<file path="config.mk">
export PLATFORM = sky130hd
export DESIGN_NAME = memory_port_arbiter
export DESIGN_NICKNAME = d
export VERILOG_FILES = /design/src/rtl/memory_port_arbiter_pkg.sv /design/src/rtl/memory_port_arbiter_pick.sv /design/src/rtl/memory_port_arbiter.sv
export SDC_FILE = /design/constraint.sdc
export NUM_CORES = 1
export LEC_CHECK = 0
export ABC_AREA = 1
export BUFFER_PORTS_ARGS = -buffer_cell sky130_fd_sc_hd__buf_2
export CORE_MARGIN = 8
export CORE_UTILIZATION = 49
export DETAILED_ROUTE_END_ITERATION = 10
export PLACE_DENSITY = 0.91
export SYNTH_ARGS = -nofsm -noshare
export SYNTH_HDL_FRONTEND = slang
export SYNTH_SLANG_ARGS = --single-unit
</file>
<file path="constraint.sdc">
create_clock -name clock -period 1.7 [get_ports clock]
set_input_delay 0.34 -clock clock [delete_from_list [all_inputs] [get_ports clock]]
set_output_delay 0.34 -clock clock [all_outputs]
set_load 0.03 [all_outputs]
</file>
<file path="src/rtl/memory_port_arbiter_pkg.sv">
// Shared types for the memory port arbiter: register word, state and grant encodings.
package memory_port_arbiter_pkg;

    typedef logic [31:0] regval_t;

    localparam regval_t Nop = 32'h8000_0000;

    localparam int unsigned TimeoutWidth = 8;

    typedef enum logic [1:0] {
        Idle,
        Fetch,
        Data
    } arb_state_t;

    typedef enum logic [1:0] {
        GrantNone,
        GrantFetch,
        GrantData
    } grant_t;

    // Bits needed to hold a streak count of 0..max_streak.
    function automatic int unsigned streak_width(input int unsigned max_streak);
        return (max_streak == 0) ? 1 : $clog2(max_streak + 1);
    endfunction

endpackage

</file>
<file path="src/rtl/memory_port_arbiter_pick.sv">
// Grant selection: data wins a tie unless fetch has already waited through a full data streak.
module memory_port_arbiter_pick
    import memory_port_arbiter_pkg::*;
#(
    parameter int unsigned MaxDataStreak = 4,
    parameter int unsigned StreakWidth   = 3
) (
    input  logic                   fetch_request,
    input  logic                   data_request,
    input  logic [StreakWidth-1:0] streak,
    output grant_t                 grant_c
);

    always_comb begin
        grant_c = GrantNone;
        if (fetch_request && (!data_request || streak == StreakWidth'(MaxDataStreak))) begin
            grant_c = GrantFetch;
        end else if (data_request) begin
            grant_c = GrantData;
        end
    end

endmodule

</file>
<file path="src/rtl/memory_port_arbiter.sv">
// Shares one external memory port between instruction fetch and the data path,
// with fetch starvation protection, fetch cancel and an ack timeout.
module memory_port_arbiter
    import memory_port_arbiter_pkg::*;
#(
    parameter int unsigned MaxDataStreak = 4,
    parameter int unsigned TimeoutCycles = 255
) (
    input  logic        clock,
    input  logic        reset_n,
    input  logic        fetch_request,
    input  logic [31:0] fetch_address,
    input  logic        fetch_cancel,
    output logic [31:0] fetch_data,
    output logic        fetch_ready,
    input  logic        data_request,
    input  logic        data_is_write,
    input  logic [31:0] data_address,
    input  logic [31:0] data_write_value,
    output logic [31:0] data_read_value,
    output logic        data_ready,
    output logic        mem_request,
    output logic        mem_is_write,
    output logic [31:0] mem_address,
    output logic [31:0] mem_write_value,
    input  logic [31:0] mem_read_value,
    input  logic        mem_ack,
    output logic        bus_fault
);

    localparam int unsigned StreakWidth = streak_width(MaxDataStreak);

    arb_state_t              state, state_next;
    grant_t                  grant_c;
    logic [StreakWidth-1:0]  streak, streak_next;
    logic [TimeoutWidth-1:0] tcount, tcount_next;
    logic                    drop, drop_next;
    logic                    timeout_c;
    logic                    mem_request_next, mem_is_write_next;
    logic                    fetch_ready_next, data_ready_next, bus_fault_next;
    regval_t                 mem_address_next, mem_write_value_next;
    regval_t                 fetch_data_next, data_read_value_next;

    memory_port_arbiter_pick #(
        .MaxDataStreak(MaxDataStreak),
        .StreakWidth  (StreakWidth)
    ) u_pick (
        .fetch_request(fetch_request),
        .data_request (data_request),
        .streak       (streak),
        .grant_c      (grant_c)
    );

    always_ff @(posedge clock or negedge reset_n) begin
        if (!reset_n) begin
            state <= Idle;
        end else begin
            state <= state_next;
        end
    end

    always_ff @(posedge clock or negedge reset_n) begin
        if (!reset_n) begin
            streak          <= '0;
            tcount          <= '0;
            drop            <= 1'b0;
            mem_request     <= 1'b0;
            mem_is_write    <= 1'b0;
            mem_address     <= '0;
            mem_write_value <= '0;
            fetch_data      <= Nop;
            fetch_ready     <= 1'b0;
            data_read_value <= '0;
            data_ready      <= 1'b0;
            bus_fault       <= 1'b0;
        end else begin
            streak          <= streak_next;
            tcount          <= tcount_next;
            drop            <= drop_next;
            mem_request     <= mem_request_next;
            mem_is_write    <= mem_is_write_next;
            mem_address     <= mem_address_next;
            mem_write_value <= mem_write_value_next;
            fetch_data      <= fetch_data_next;
            fetch_ready     <= fetch_ready_next;
            data_read_value <= data_read_value_next;
            data_ready      <= data_ready_next;
            bus_fault       <= bus_fault_next;
        end
    end

    // Next-state and registered-output logic; ready pulses default low every cycle.
    always_comb begin
        state_next           = state;
        streak_next          = streak;
        tcount_next          = tcount;
        drop_next            = drop;
        timeout_c            = 1'b0;
        mem_request_next     = mem_request;
        mem_is_write_next    = mem_is_write;
        mem_address_next     = mem_address;
        mem_write_value_next = mem_write_value;
        fetch_data_next      = fetch_data;
        fetch_ready_next     = 1'b0;
        data_read_value_next = data_read_value;
        data_ready_next      = 1'b0;
        bus_fault_next       = bus_fault;

        unique case (state)
            Idle: begin
                drop_next   = 1'b0;
                tcount_next = '0;
                if (!fetch_request) begin
                    streak_next = '0;
                end
                unique case (grant_c)
                    GrantFetch: begin
                        streak_next          = '0;
                        mem_request_next     = 1'b1;
                        mem_is_write_next    = 1'b0;
                        mem_address_next     = fetch_address;
                        mem_write_value_next = '0;
                        state_next           = Fetch;
                    end
                    GrantData: begin
                        if (fetch_request && streak != StreakWidth'(MaxDataStreak)) begin
                            streak_next = streak + StreakWidth'(1);
                        end
                        mem_request_next     = 1'b1;
                        mem_is_write_next    = data_is_write;
                        mem_address_next     = data_address;
                        mem_write_value_next = data_write_value;
                        state_next           = Data;
                    end
                    default: ;
                endcase
            end
            Fetch, Data: begin
                timeout_c = !mem_ack && (tcount == TimeoutWidth'(TimeoutCycles - 1));
                if (state == Fetch && fetch_cancel) begin
                    drop_next = 1'b1;
                end
                if (mem_ack || timeout_c) begin
                    mem_request_next = 1'b0;
                    tcount_next      = '0;
                    drop_next        = 1'b0;
                    state_next       = Idle;
                    if (timeout_c) begin
                        bus_fault_next = 1'b1;
                    end
                    if (state == Fetch) begin
                        // A cancelled fetch completes silently, leaving the last instruction in place.
                        if (!(drop || fetch_cancel)) begin
                            fetch_ready_next = 1'b1;
                            fetch_data_next  = mem_ack ? mem_read_value : Nop;
                        end
                    end else begin
                        data_ready_next      = 1'b1;
                        data_read_value_next = (mem_ack && !mem_is_write) ? mem_read_value : '0;
                    end
                end else begin
                    tcount_next = tcount + TimeoutWidth'(1);
                end
            end
            default: state_next = Idle;
        endcase
    end

endmodule

</file>
==> results by group <==
Detailed routing
  – DRC: 0
  – Drt wl/cell: ~16 microns
  – Via count: 6,708
  – Drt first pass iters: 5
  – Vias per Instance: a little over 5
  – Final Routed Wirelength: around 21 mm
  – Antenna viol nets, final: 0
  – Initial drt markers: ~380

Clock tree
  – Root Driver: clkbuf_16
  – CTS HTree Levels: 4
  – CTS tree: done
  – Worst-path clk slew: approximately 0.06 ns
  – Longest Clk Path Bufs: 2
  – Sink Count: between 100 and 150
  – CTS Buf Count: 17
  – Clock latency on the worst-skew pair: 0.42 ns

STA
  – Slew Viols, Final: 0
  – Final min period: roughly 1.6 ns
  – PnR worst setup slack: between 0.1 and 0.15 ns
  – Fmax: ~640 MHz
  – Final setup violation count: 0
  – Clock Skew: 0.0129 ns
  – RSZ-0062 raised after global routing: yes
  – Fin. Hold Viols: 0
  – Hold slack: between 0.15 and 0.2 ns
  – Slew HR: around three quarters
  – Fin Setup TNS: 0 ns
  – Worst-Margin Slew: ~0.36 ns
  – Crit share post-route: roughly 91%

Placement
  – Final HPWL DP: 15.6 mm
  – GPL Wtd Cong: about 0.83
  – Port Buffer Count: roughly 270
  – Pre-CTS WS: 0.131 ns

Synthesis
  – Synth cell types: 28
  – EDFF count, synth: 0
  – Yosys reg bits: ~150
  – Dominant cell type by area after synthesis: dfrtp_1
  – Mapped Cells: 855
  – Syn Nets: 997
  – Syn_area_per_cell: just over 8 sq um
  – Synth Area in Adders: roughly 1.3%
  – Yosys top cell area share: between 50% and 60%
  – Seq/Total Area, Yosys: between 50% and 60%
  – Synth Area in Compound Gates: between 8 and 9%
  – Commonest cells in the netlist: nand2_1 (282), dfrtp_1 (146), inv_1 (82)
  – Mux cell area share after synthesis: 0%
  – Most frequent cell after synthesis: nand2_1
  – Post-Syn Area: between 6000 and 7000 sq um
  – Simple-Gate Fraction of Synth Area: a little over a quarter
  – Top cells by area, synth: dfrtp_1 (53%), nand2_1 (15%), nand4_1 (6.1%), a21oi_1 (4.8%), inv_1 (4.5%)
  – Synth Warn #: 0
  – Main combinational cell family by area after synthesis: simple AND/OR/NAND/NOR gates
  – Xor-xnor portion of the synthesized cell area: less than 1%
  – Async S/R FF share, synth: 100%
  – Main synth FF type: dfrtp_1

Global route
  – GRT Residual Overflow: 0
  – Largest net degree at the start of global routing: between 60 and 70
  – Vias in the first global route: around 6,700
  – Total GRT Usage: about a quarter
  – First-pass GRT wire length: between 30 and 40 mm
  – Initial antenna violation count: 1

Worst hold path
  – Min-Delay Path Class: in -> reg

Cells and area
  – Ant. Diodes: 0
  – Number of fillers in the final layout: ~1,100
  – Area growth syn-to-layout: 31.8%
  – Fraction of layout cells with a size suffix above 1: a little under a third
  – Nets@finish: 1,256

Critical path
  – Crit path DAT: between 1.5 and 2 ns
  – Crit start category: flip-flop
  – Setup Crit Path Kind: reg -> reg
  – Max FO, Critical Path: between 60 and 70
  – Critical Path RT: ~2.0 ns
  – Crit end category: flip-flop

Power
  – Worst VDD drop: 1.12 mV
  – Power Dens Cells: 2020 nW/um^2
  – Leakage Power: 5.27 nW

Floorplan
  – Die H: around 130 microns
  – Ports: between 200 and 300
  – Initial Utilization: between 40 and 50%
  – Core area: between 10,000 and 15,000 sq um
  – Row Count: 43
  – Die Wd: around 130 microns
  – Die area: around 18,000 sq um

Job
  – Max Cap Viol: 0

Outcome
  – Status: completed
-- sequential cells by signal (all words and copies together), names as in the netlist --
register / count
data_read_value: 32
fetch_data: 32
mem_address: 32
mem_write_value: 32
tcount: 8
streak: 3
state: 2
bus_fault: 1
data_ready: 1
drop: 1
fetch_ready: 1
mem_is_write: 1
mem_request: 1
-- repair_timing --
action | CTS | global route
endpoints found under the hold margin | 20 | 0
gates resized for setup | 0 | 4
setup buffers | 0 | 0
setup endpoints to repair | 0 | 15
hold buffers | 1 | 0
-- through the flow --
| stage | instance area [sq um] | util [%] | power, W | std cells |
|---|---|---|---|---|
| 5_1_grt | 9100 | 65.8 | 0.0195 | 1307 |
| 3_5_place_dp | 8480 | 61.3 | 0.0146 | 1274 |
| 3_3_place_gp | 8480 | 61.3 | 0.0144 | 1274 |
| 6_report | 9100 | 65.8 | 0.0184 | 1307 |
| 4_1_cts | 9090 | 65.8 | 0.0185 | 1307 |
| 2_1_floorplan | 6910 | - | 0.0116 | 855 |
-- cells in the final DEF (no fill, tap or decap), drive strengths merged, types with 7 or more instances in the layout --
| cell type | n |
|---|---|
| a21oi | 67 |
| nand4 | 67 |
| clkbuf | 21 |
| nand2 | 283 |
| nor2 | 80 |
| nand3 | 9 |
| o21ai | 41 |
| ha | 7 |
| buf | 297 |
| inv | 88 |
| dfrtp | 146 |
-- layout make-up --
| type | instances | area, sq um | share of cell area, % |
|---|---|---|---|
| clock inverters | 11 | 154 | 1.69 |
| inverters | 87 | 327 | 3.59 |
| clock buffers | 21 | 450 | 4.95 |
| repair buffers | 298 | 1690 | 18.5 |
| multi-input cells | 563 | 2580 | 28.3 |
| flip-flops and latches | 147 | 3680 | 40.4 |
| well taps | 180 | 225 | 2.47 |
-- power breakdown --
part | switching, W | internal (W) | total, W | leakage (nW)
Clock | 0.00148 | 0.00236 | 0.00384 | 0.288
Combinational | 0.00631 | 0.00248 | 0.00879 | 3.09
Sequential | 0.000817 | 0.00494 | 0.00576 | 1.89
Total | 0.00860 | 0.00978 | 0.0184 | 5.27
-- worst max-delay path: stages, from the launching register on --
cell,delay [ns]
dfrtp_1,0.40
inv_1,0.09
ha_2,0.19
inv_2,0.06
a21oi_4,0.16
buf_12,0.29
nand2_1,0.08
o21ai_0,0.16
-- cell families after synthesis --
| kind of cell | after synthesis |
|---|---|
| flops | 147 |
| simple gates | 440 |
| fa+ha+maj | 7 |
| buf+inv | 145 |
| xor+xnor | 5 |
| compound gates | 111 |
-- path summary, 6_finish.rpt --
path / startpoint / to / slack, ns / depth (start not counted)
worst max register to register: state[1]$_DFFE_PN0P_ / mem_write_value[5]$_DFFE_PN0P_ / 0.15 / 7
max in group asynchronous: reset_n / tcount[0]$_DFFE_PN0P_ / 0.74 / 3
min in group asynchronous: reset_n / fetch_data[0]$_DFFE_PN0P_ / 0.38 / 2
worst max-delay path: state[1]$_DFFE_PN0P_ / mem_write_value[5]$_DFFE_PN0P_ / 0.15 / 7
worst min-delay path: data_write_value[18] / mem_write_value[18]$_DFFE_PN0P_ / 0.16 / 3
worst min register to register: fetch_data[29]$_DFFE_PN0P_ / fetch_data[29]$_DFFE_PN0P_ / 0.46 / 2
-- routing by layer --
| metal | vias up | share of wire, % | track usage (%) |
|---|---|---|---|
| met2 | 312 | 49 | 38.6 |
| met5 | - | 0.047 | 0 |
| met1 | 3122 | 38 | 26.9 |
| li1 | 3244 | - | - |
| met3 | 28 | 11 | 9.10 |
| met4 | 2 | 2.1 | 8.98 |
Power figures use the tool's default switching activity.
